### config.mk
export PLATFORM = sky130hd
export DESIGN_NAME = uart_rx_sb_ctrl
export DESIGN_NICKNAME = d
export VERILOG_FILES = /design/src/rtl/uart_pkg.sv /design/src/rtl/uart_rx_core.sv /design/src/rtl/uart_rx_sb_ctrl.sv
export SDC_FILE = /design/constraint.sdc
export NUM_CORES = 1
export LEC_CHECK = 0
export ABC_AREA = 1
export CAP_MARGIN = 5
export CORE_AREA = 2 2 102 104
export DETAILED_ROUTE_END_ITERATION = 7
export DIE_AREA = 0 0 104 106
export HOLD_SLACK_MARGIN = 0.12
export PLACE_DENSITY = 0.83
export SKIP_CTS_REPAIR_TIMING = 1
export SLEW_MARGIN = 30
export SYNTH_ARGS = -nofsm -noshare
export SYNTH_HDL_FRONTEND = slang
export SYNTH_SLANG_ARGS = --single-unit
### constraint.sdc
create_clock -name clk_i -period 2.4 [get_ports clk_i]
set_input_delay 0.24 -clock clk_i [delete_from_list [all_inputs] [get_ports clk_i]]
set_output_delay 0.24 -clock clk_i [all_outputs]
set_load 0.02 [all_outputs]
### src/rtl/uart_pkg.sv
// Shared definitions for the system-bus UART receiver: FSM states, register
// offsets and divisor limits.
package uart_pkg;

    typedef enum logic [2:0] {
        ST_IDLE,
        ST_START,
        ST_DATA,
        ST_PARITY,
        ST_STOP,
        ST_DONE
    } uart_rx_state_t;

    localparam logic [23:0] UART_DATA   = 24'h00;
    localparam logic [23:0] UART_VALID  = 24'h04;
    localparam logic [23:0] UART_BUSY   = 24'h08;
    localparam logic [23:0] UART_DIV    = 24'h0C;
    localparam logic [23:0] UART_PARITY = 24'h10;
    localparam logic [23:0] UART_STOP   = 24'h14;
    localparam logic [23:0] UART_STATUS = 24'h18;
    localparam logic [23:0] UART_RST    = 24'h24;

    localparam logic [15:0] DEFAULT_DIV = 16'd87;
    localparam logic [15:0] DIV_MIN     = 16'd4;

endpackage

### src/rtl/uart_rx_core.sv
// UART receive engine: input synchroniser, bit-timing counter and frame FSM.
// Reports each finished frame as a one-cycle done_ok or done_err pulse.
module uart_rx_core
    import uart_pkg::*;
(
    input  logic        clk,
    input  logic        resetn,
    input  logic        rx,
    input  logic        soft_rst,
    input  logic [15:0] div,
    input  logic        parity_en,
    input  logic        stopbits,
    output logic [7:0]  rx_byte,
    output logic        done_ok,
    output logic        done_err,
    output logic        busy
);

    logic [1:0]     rx_sync;
    logic           rx_s;
    uart_rx_state_t state;
    logic [15:0]    cnt;
    logic [2:0]     bitidx;
    logic [7:0]     shreg;
    logic           bad;

    always_ff @(posedge clk or negedge resetn) begin
        if (!resetn) begin
            rx_sync <= 2'b11;
        end else begin
            rx_sync <= {rx_sync[0], rx};
        end
    end

    assign rx_s = rx_sync[1];

    // Every sample happens when cnt reaches zero; START waits half a bit so
    // that all later samples land mid-bit. In STOP, bitidx counts stop bits.
    always_ff @(posedge clk or negedge resetn) begin
        if (!resetn) begin
            state  <= ST_IDLE;
            cnt    <= '0;
            bitidx <= '0;
            shreg  <= '0;
            bad    <= 1'b0;
        end else if (soft_rst) begin
            state  <= ST_IDLE;
            cnt    <= '0;
            bitidx <= '0;
            shreg  <= '0;
            bad    <= 1'b0;
        end else begin
            case (state)
                ST_IDLE: begin
                    if (!rx_s) begin
                        cnt   <= div >> 1;
                        bad   <= 1'b0;
                        state <= ST_START;
                    end
                end
                ST_START: begin
                    if (cnt != 16'd0) begin
                        cnt <= cnt - 16'd1;
                    end else if (rx_s) begin
                        state <= ST_IDLE;
                    end else begin
                        cnt    <= div - 16'd1;
                        bitidx <= '0;
                        state  <= ST_DATA;
                    end
                end
                ST_DATA: begin
                    if (cnt != 16'd0) begin
                        cnt <= cnt - 16'd1;
                    end else begin
                        shreg  <= {rx_s, shreg[7:1]};
                        cnt    <= div - 16'd1;
                        bitidx <= bitidx + 3'd1;
                        if (bitidx == 3'd7) begin
                            state <= parity_en ? ST_PARITY : ST_STOP;
                        end
                    end
                end
                ST_PARITY: begin
                    if (cnt != 16'd0) begin
                        cnt <= cnt - 16'd1;
                    end else begin
                        if (rx_s != ^shreg) begin
                            bad <= 1'b1;
                        end
                        cnt   <= div - 16'd1;
                        state <= ST_STOP;
                    end
                end
                ST_STOP: begin
                    if (cnt != 16'd0) begin
                        cnt <= cnt - 16'd1;
                    end else begin
                        if (!rx_s) begin
                            bad <= 1'b1;
                        end
                        if (stopbits && bitidx == 3'd0) begin
                            bitidx <= 3'd1;
                            cnt    <= div - 16'd1;
                        end else begin
                            bitidx <= '0;
                            state  <= ST_DONE;
                        end
                    end
                end
                ST_DONE: begin
                    state <= ST_IDLE;
                end
                default: begin
                    state <= ST_IDLE;
                end
            endcase
        end
    end

    assign rx_byte  = shreg;
    assign done_ok  = (state == ST_DONE) && !bad;
    assign done_err = (state == ST_DONE) && bad;
    assign busy     = (state != ST_IDLE);

endmodule

### src/rtl/uart_rx_sb_ctrl.sv
// System-bus UART receiver peripheral: register file, bus decode, receive
// flags and interrupt line around the uart_rx_core engine.
module uart_rx_sb_ctrl
    import uart_pkg::*;
(
    input  logic        clk_i,
    input  logic        resetn_i,
    input  logic        req_i,
    input  logic        write_enable_i,
    input  logic [31:0] addr_i,
    input  logic [31:0] write_data_i,
    output logic [31:0] read_data_o,
    input  logic        rx_i,
    output logic        interrupt_request_o,
    input  logic        interrupt_return_i
);

    logic [15:0] div;
    logic        parity_en;
    logic        stopbits;
    logic        valid;
    logic        valid_d;
    logic        err;
    logic        overrun;
    logic [7:0]  data;

    logic [23:0] off;
    logic        is_rd;
    logic        is_wr;
    logic        rd_data_hit;
    logic        rd_status_hit;
    logic        soft_rst;
    logic [31:0] rdata_mux;

    logic [7:0]  rx_byte;
    logic        done_ok;
    logic        done_err;
    logic        busy;
    logic        unused_bits;

    assign off           = addr_i[23:0];
    assign is_rd         = req_i && !write_enable_i;
    assign is_wr         = req_i && write_enable_i;
    assign rd_data_hit   = is_rd && (off == UART_DATA);
    assign rd_status_hit = is_rd && (off == UART_STATUS);
    assign soft_rst      = is_wr && (off == UART_RST) && write_data_i[0];
    assign unused_bits   = ^{addr_i[31:24], write_data_i[31:16]};

    uart_rx_core u_core (
        .clk       (clk_i),
        .resetn    (resetn_i),
        .rx        (rx_i),
        .soft_rst  (soft_rst),
        .div       (div),
        .parity_en (parity_en),
        .stopbits  (stopbits),
        .rx_byte   (rx_byte),
        .done_ok   (done_ok),
        .done_err  (done_err),
        .busy      (busy)
    );

    always_comb begin
        rdata_mux = '0;
        case (off)
            UART_DATA:   rdata_mux = {24'd0, data};
            UART_VALID:  rdata_mux = {31'd0, valid};
            UART_BUSY:   rdata_mux = {31'd0, busy};
            UART_DIV:    rdata_mux = {16'd0, div};
            UART_PARITY: rdata_mux = {31'd0, parity_en};
            UART_STOP:   rdata_mux = {31'd0, stopbits};
            UART_STATUS: rdata_mux = {30'd0, overrun, err};
            default:     rdata_mux = '0;
        endcase
    end

    // A new byte beats a simultaneous data read or interrupt return.
    always_comb begin
        valid_d = valid;
        if (soft_rst) begin
            valid_d = 1'b0;
        end else if (done_ok) begin
            valid_d = 1'b1;
        end else if (rd_data_hit || interrupt_return_i) begin
            valid_d = 1'b0;
        end
    end

    always_ff @(posedge clk_i or negedge resetn_i) begin
        if (!resetn_i) begin
            read_data_o <= '0;
        end else if (is_rd) begin
            read_data_o <= rdata_mux;
        end
    end

    always_ff @(posedge clk_i or negedge resetn_i) begin
        if (!resetn_i) begin
            div       <= DEFAULT_DIV;
            parity_en <= 1'b0;
            stopbits  <= 1'b0;
        end else if (is_wr && !busy) begin
            case (off)
                UART_DIV: begin
                    if (write_data_i[15:0] >= DIV_MIN) begin
                        div <= write_data_i[15:0];
                    end
                end
                UART_PARITY: parity_en <= write_data_i[0];
                UART_STOP:   stopbits  <= write_data_i[0];
                default: ;
            endcase
        end
    end

    // A byte read on the same edge it is replaced is not an overrun.
    always_ff @(posedge clk_i or negedge resetn_i) begin
        if (!resetn_i) begin
            valid               <= 1'b0;
            interrupt_request_o <= 1'b0;
            err                 <= 1'b0;
            overrun             <= 1'b0;
            data                <= '0;
        end else begin
            valid               <= valid_d;
            interrupt_request_o <= valid_d;
            if (soft_rst) begin
                err     <= 1'b0;
                overrun <= 1'b0;
            end else begin
                if (done_err) begin
                    err <= 1'b1;
                end else if (rd_status_hit) begin
                    err <= 1'b0;
                end
                if (done_ok && valid && !rd_data_hit) begin
                    overrun <= 1'b1;
                end else if (rd_status_hit) begin
                    overrun <= 1'b0;
                end
                if (done_ok) begin
                    data <= rx_byte;
                end
            end
        end
    end

endmodule
==> metrics <==
FFs w/ async S/R, synth between 90% and 100%; area of the multi-input gates 0.002509 mm^2; CP Class reg -> reg; 1st-iter DRT viols around 320; drt first pass iters 7; CTS sink cnt a little under 80; fraction of the yosys area taken by sequential cells between 30% and 40%; CP peak stage delay between 0.4 and 0.5 ns; cells along the critical path nor2_1 -> nand2_1 -> nor2_4 -> buf_4 -> nand3_1 -> nand2_1 -> nand2_2 -> nor2_2 -> nand2_1 -> o21ai_1 -> nand2_1 -> nand2_1 -> nand2_1; area fraction of the dominant cell type after synthesis a little over a third; Ports 103; diode count 0; max_cap viols 0; metal2 WL ~5.5 mm; EDFF count, synth 0; final hold vios 0; Unique masters post-synth 44; GRT Total Usage about 22%; fin crit period 2.145 ns; top-count cell post-synth nand2_1; global route total overflow 0; setup TNS 0 ns; netlist area before placement 0.005040 mm^2; Antenna Nets Post-Route 0; layout cell share with drive strength beyond 1 13.90%; Skew-Pair Late Insertion Delay approximately 0.37 ns; total die area approximately 0.011 mm^2; Mapped Cells 691; number of buffers and inverters on the critical path 1; wire length on met3 between 600 and 700 um; via count ~4700; Max Root-Sink Buffers 2; core area 0.01000 mm^2; post-DP HPWL around 9.4 mm; clk slew on worst S/H paths 0.09 ns; WL met1 5.711 mm; # rows 37; maximum clock rate between 0.4 and 0.5 GHz; hold path start rx_i; Worst Setup Slack, final 0.2549 ns; first-pass GRT wire length 19.60 mm; fin nets approximately 840; highest-delay cell along the critical path dfrtp_1; Yosys reg bits ~80; clk_skew 0.01061 ns; dominant cell type by area after synthesis dfrtp_1; Setup crit start u_core.cnt[11]; Final Setup Violations 0; Overall Power between 5 and 6 mW; CP delay by family, top simple AND/OR/NAND/NOR gates; Via density 5.182; Synth Warn # 0; register cell area after layout 0.001961 mm^2; Hold Slack 0.2713 ns; CP Data Arrival Time 2.42 ns; Slew Limit Fails 0; PwrDens just under 900 mW/mm^2; ys flop type dfrtp_1; synth top area cells dfrtp_1 35%, nand2_1 14%, inv_1 7.0%, nand3_1 5.3%, nor2_1 4.1%; CP most frequent cell nand2_1; DR WL/cell around 13 um; LEAKAGE about 2.9 nW; Slew headroom 60.70%; HP Class in -> reg; Port Buffer Count a little over 60; Post-synth top cells 184 x nand2_1, 94 x inv_1, 71 x dfrtp_1, 55 x nor2_1, 53 x nand3_1; Critical Path RT 2.67 ns; unrepaired setup endpoints after global routing no; CTS tree done; initial antenna violation count 0; Synth Area per Inst 7.294 um^2; top sig layer met4; root buf cell clkbuf_8; crit end category flop; Final Routed Wirelength ~12 mm; fin crit share 89.38%; status finished clean; routability cong. about 0.93; fill count around 920; worst r2r src u_core.cnt[11]; DRC viols 0; cts bufs inserted 9; Area growth syn-to-layout 18.94%; startpoint class of the critical path flop; die extent in y between 100 and 150 um; vias in the first global route 4194; Peak VDD IR between 0.0004 and 0.0005 V; Worst-Margin Slew between 0.5 and 0.6 ns; Final Util between 50% and 60%; starting density of the core about half; critical path fanouts, max 13; CTS H-tree lvls 3; dpl ws roughly 0.12 ns; die width 104 um; largest net degree at the start of global routing between 40 and 50
-- report_power, final --
| group | internal, mW | switching, mW |
|---|---|---|
| logic | 0.893 | 1.67 |
| registers | 1.53 | 0.167 |
| clock network | 0.397 | 0.559 |
| total | 2.82 | 2.40 |
-- state kept, by name, summed over array words and instances (netlist names) --
name,count
u_core.rx_byte,8
div,16
overrun,1
u_core.bad,1
read_data_o,16
u_core.state,3
u_core.cnt,16
valid,1
u_core.bitidx,3
u_core.rx_sync,2
err,1
data,8
stopbits,1
parity_en,1
-- path summary, 6_finish.rpt --
path                                      to  slack [ns]  depth (start not counted)
max                           u_core.cnt[10]        0.25                         13
min                        u_core.rx_sync[0]        0.27                          1
max reg2reg                   u_core.cnt[10]        0.25                         13
min reg2reg                u_core.rx_sync[1]        0.36                          0
max in group asynchronous             div[0]        1.32                          3
min in group asynchronous     read_data_o[9]        0.40                          2
-- final cells by class --
class / count / area share [%]
multi-input combinational: 491 / 41.85
clock inverter: 7 / 1.044
inverter: 105 / 6.679
clock buffer: 9 / 2.066
tap: 136 / 2.839
sequential: 78 / 32.71
timing repair buffer: 80 / 12.82
-- worst register-to-register path, delay by kind of cell, from the launching register on --
kind / cells / cell delay, ns
buf+inv: 1 / 0.24
flops: 1 / 0.42
simple gates: 11 / 1.26
compound gates: 1 / 0.13
-- per-layer routing --
layer | track usage [%] | up-vias
li1 | - | 2326
met1 | 30.95 | 2171
met2 | 35.01 | 171
met3 | 2.636 | 27
met4 | 8.108 | 0
met5 | 0 | -
-- kinds of logic (layout without fill, tap and decap cells) --
family	Yosys count	in the layout	share of synthesized area (%)
fa+ha+maj	4	4	0.9931
simple gates	359	359	34.33
buf+inv	137	201	12.49
flops	78	78	38.90
other cells	1	16	0.07441
mux	1	1	0.2234
compound gates	105	105	11.94
xor+xnor	6	6	1.043
-- stage by stage --
stage,std cells,instance area [um^2]
6_report,906,5995
5_1_grt,906,5995
4_1_cts,903,5967
3_5_place_dp,887,5781
3_3_place_gp,887,5781
2_1_floorplan,706,5096
-- layout by cell type (no fill, tap or decap), types with 6 or more instances in the layout --
master | netlist | final
nand2_1 | 184 | 184
inv_1 | 94 | 94
dfrtp_1 | 71 | 71
clkdlybuf4s50_1 | 0 | 61
nor2_1 | 55 | 54
nand3_1 | 53 | 53
o21ai_0 | 36 | 36
o21ai_1 | 25 | 25
a21oi_1 | 21 | 21
buf_4 | 19 | 17
conb_1 | 1 | 16
nand4_1 | 13 | 13
nor2_2 | 9 | 10
nand2_2 | 9 | 9
nand3_2 | 9 | 9
clkbuf_8 | 0 | 9
nor2_4 | 8 | 8
inv_2 | 8 | 8
o31ai_1 | 8 | 8
a21oi_2 | 7 | 7
dfstp_2 | 7 | 7
xnor2_1 | 6 | 6
Note: power is estimated with default switching activity, not from simulation.
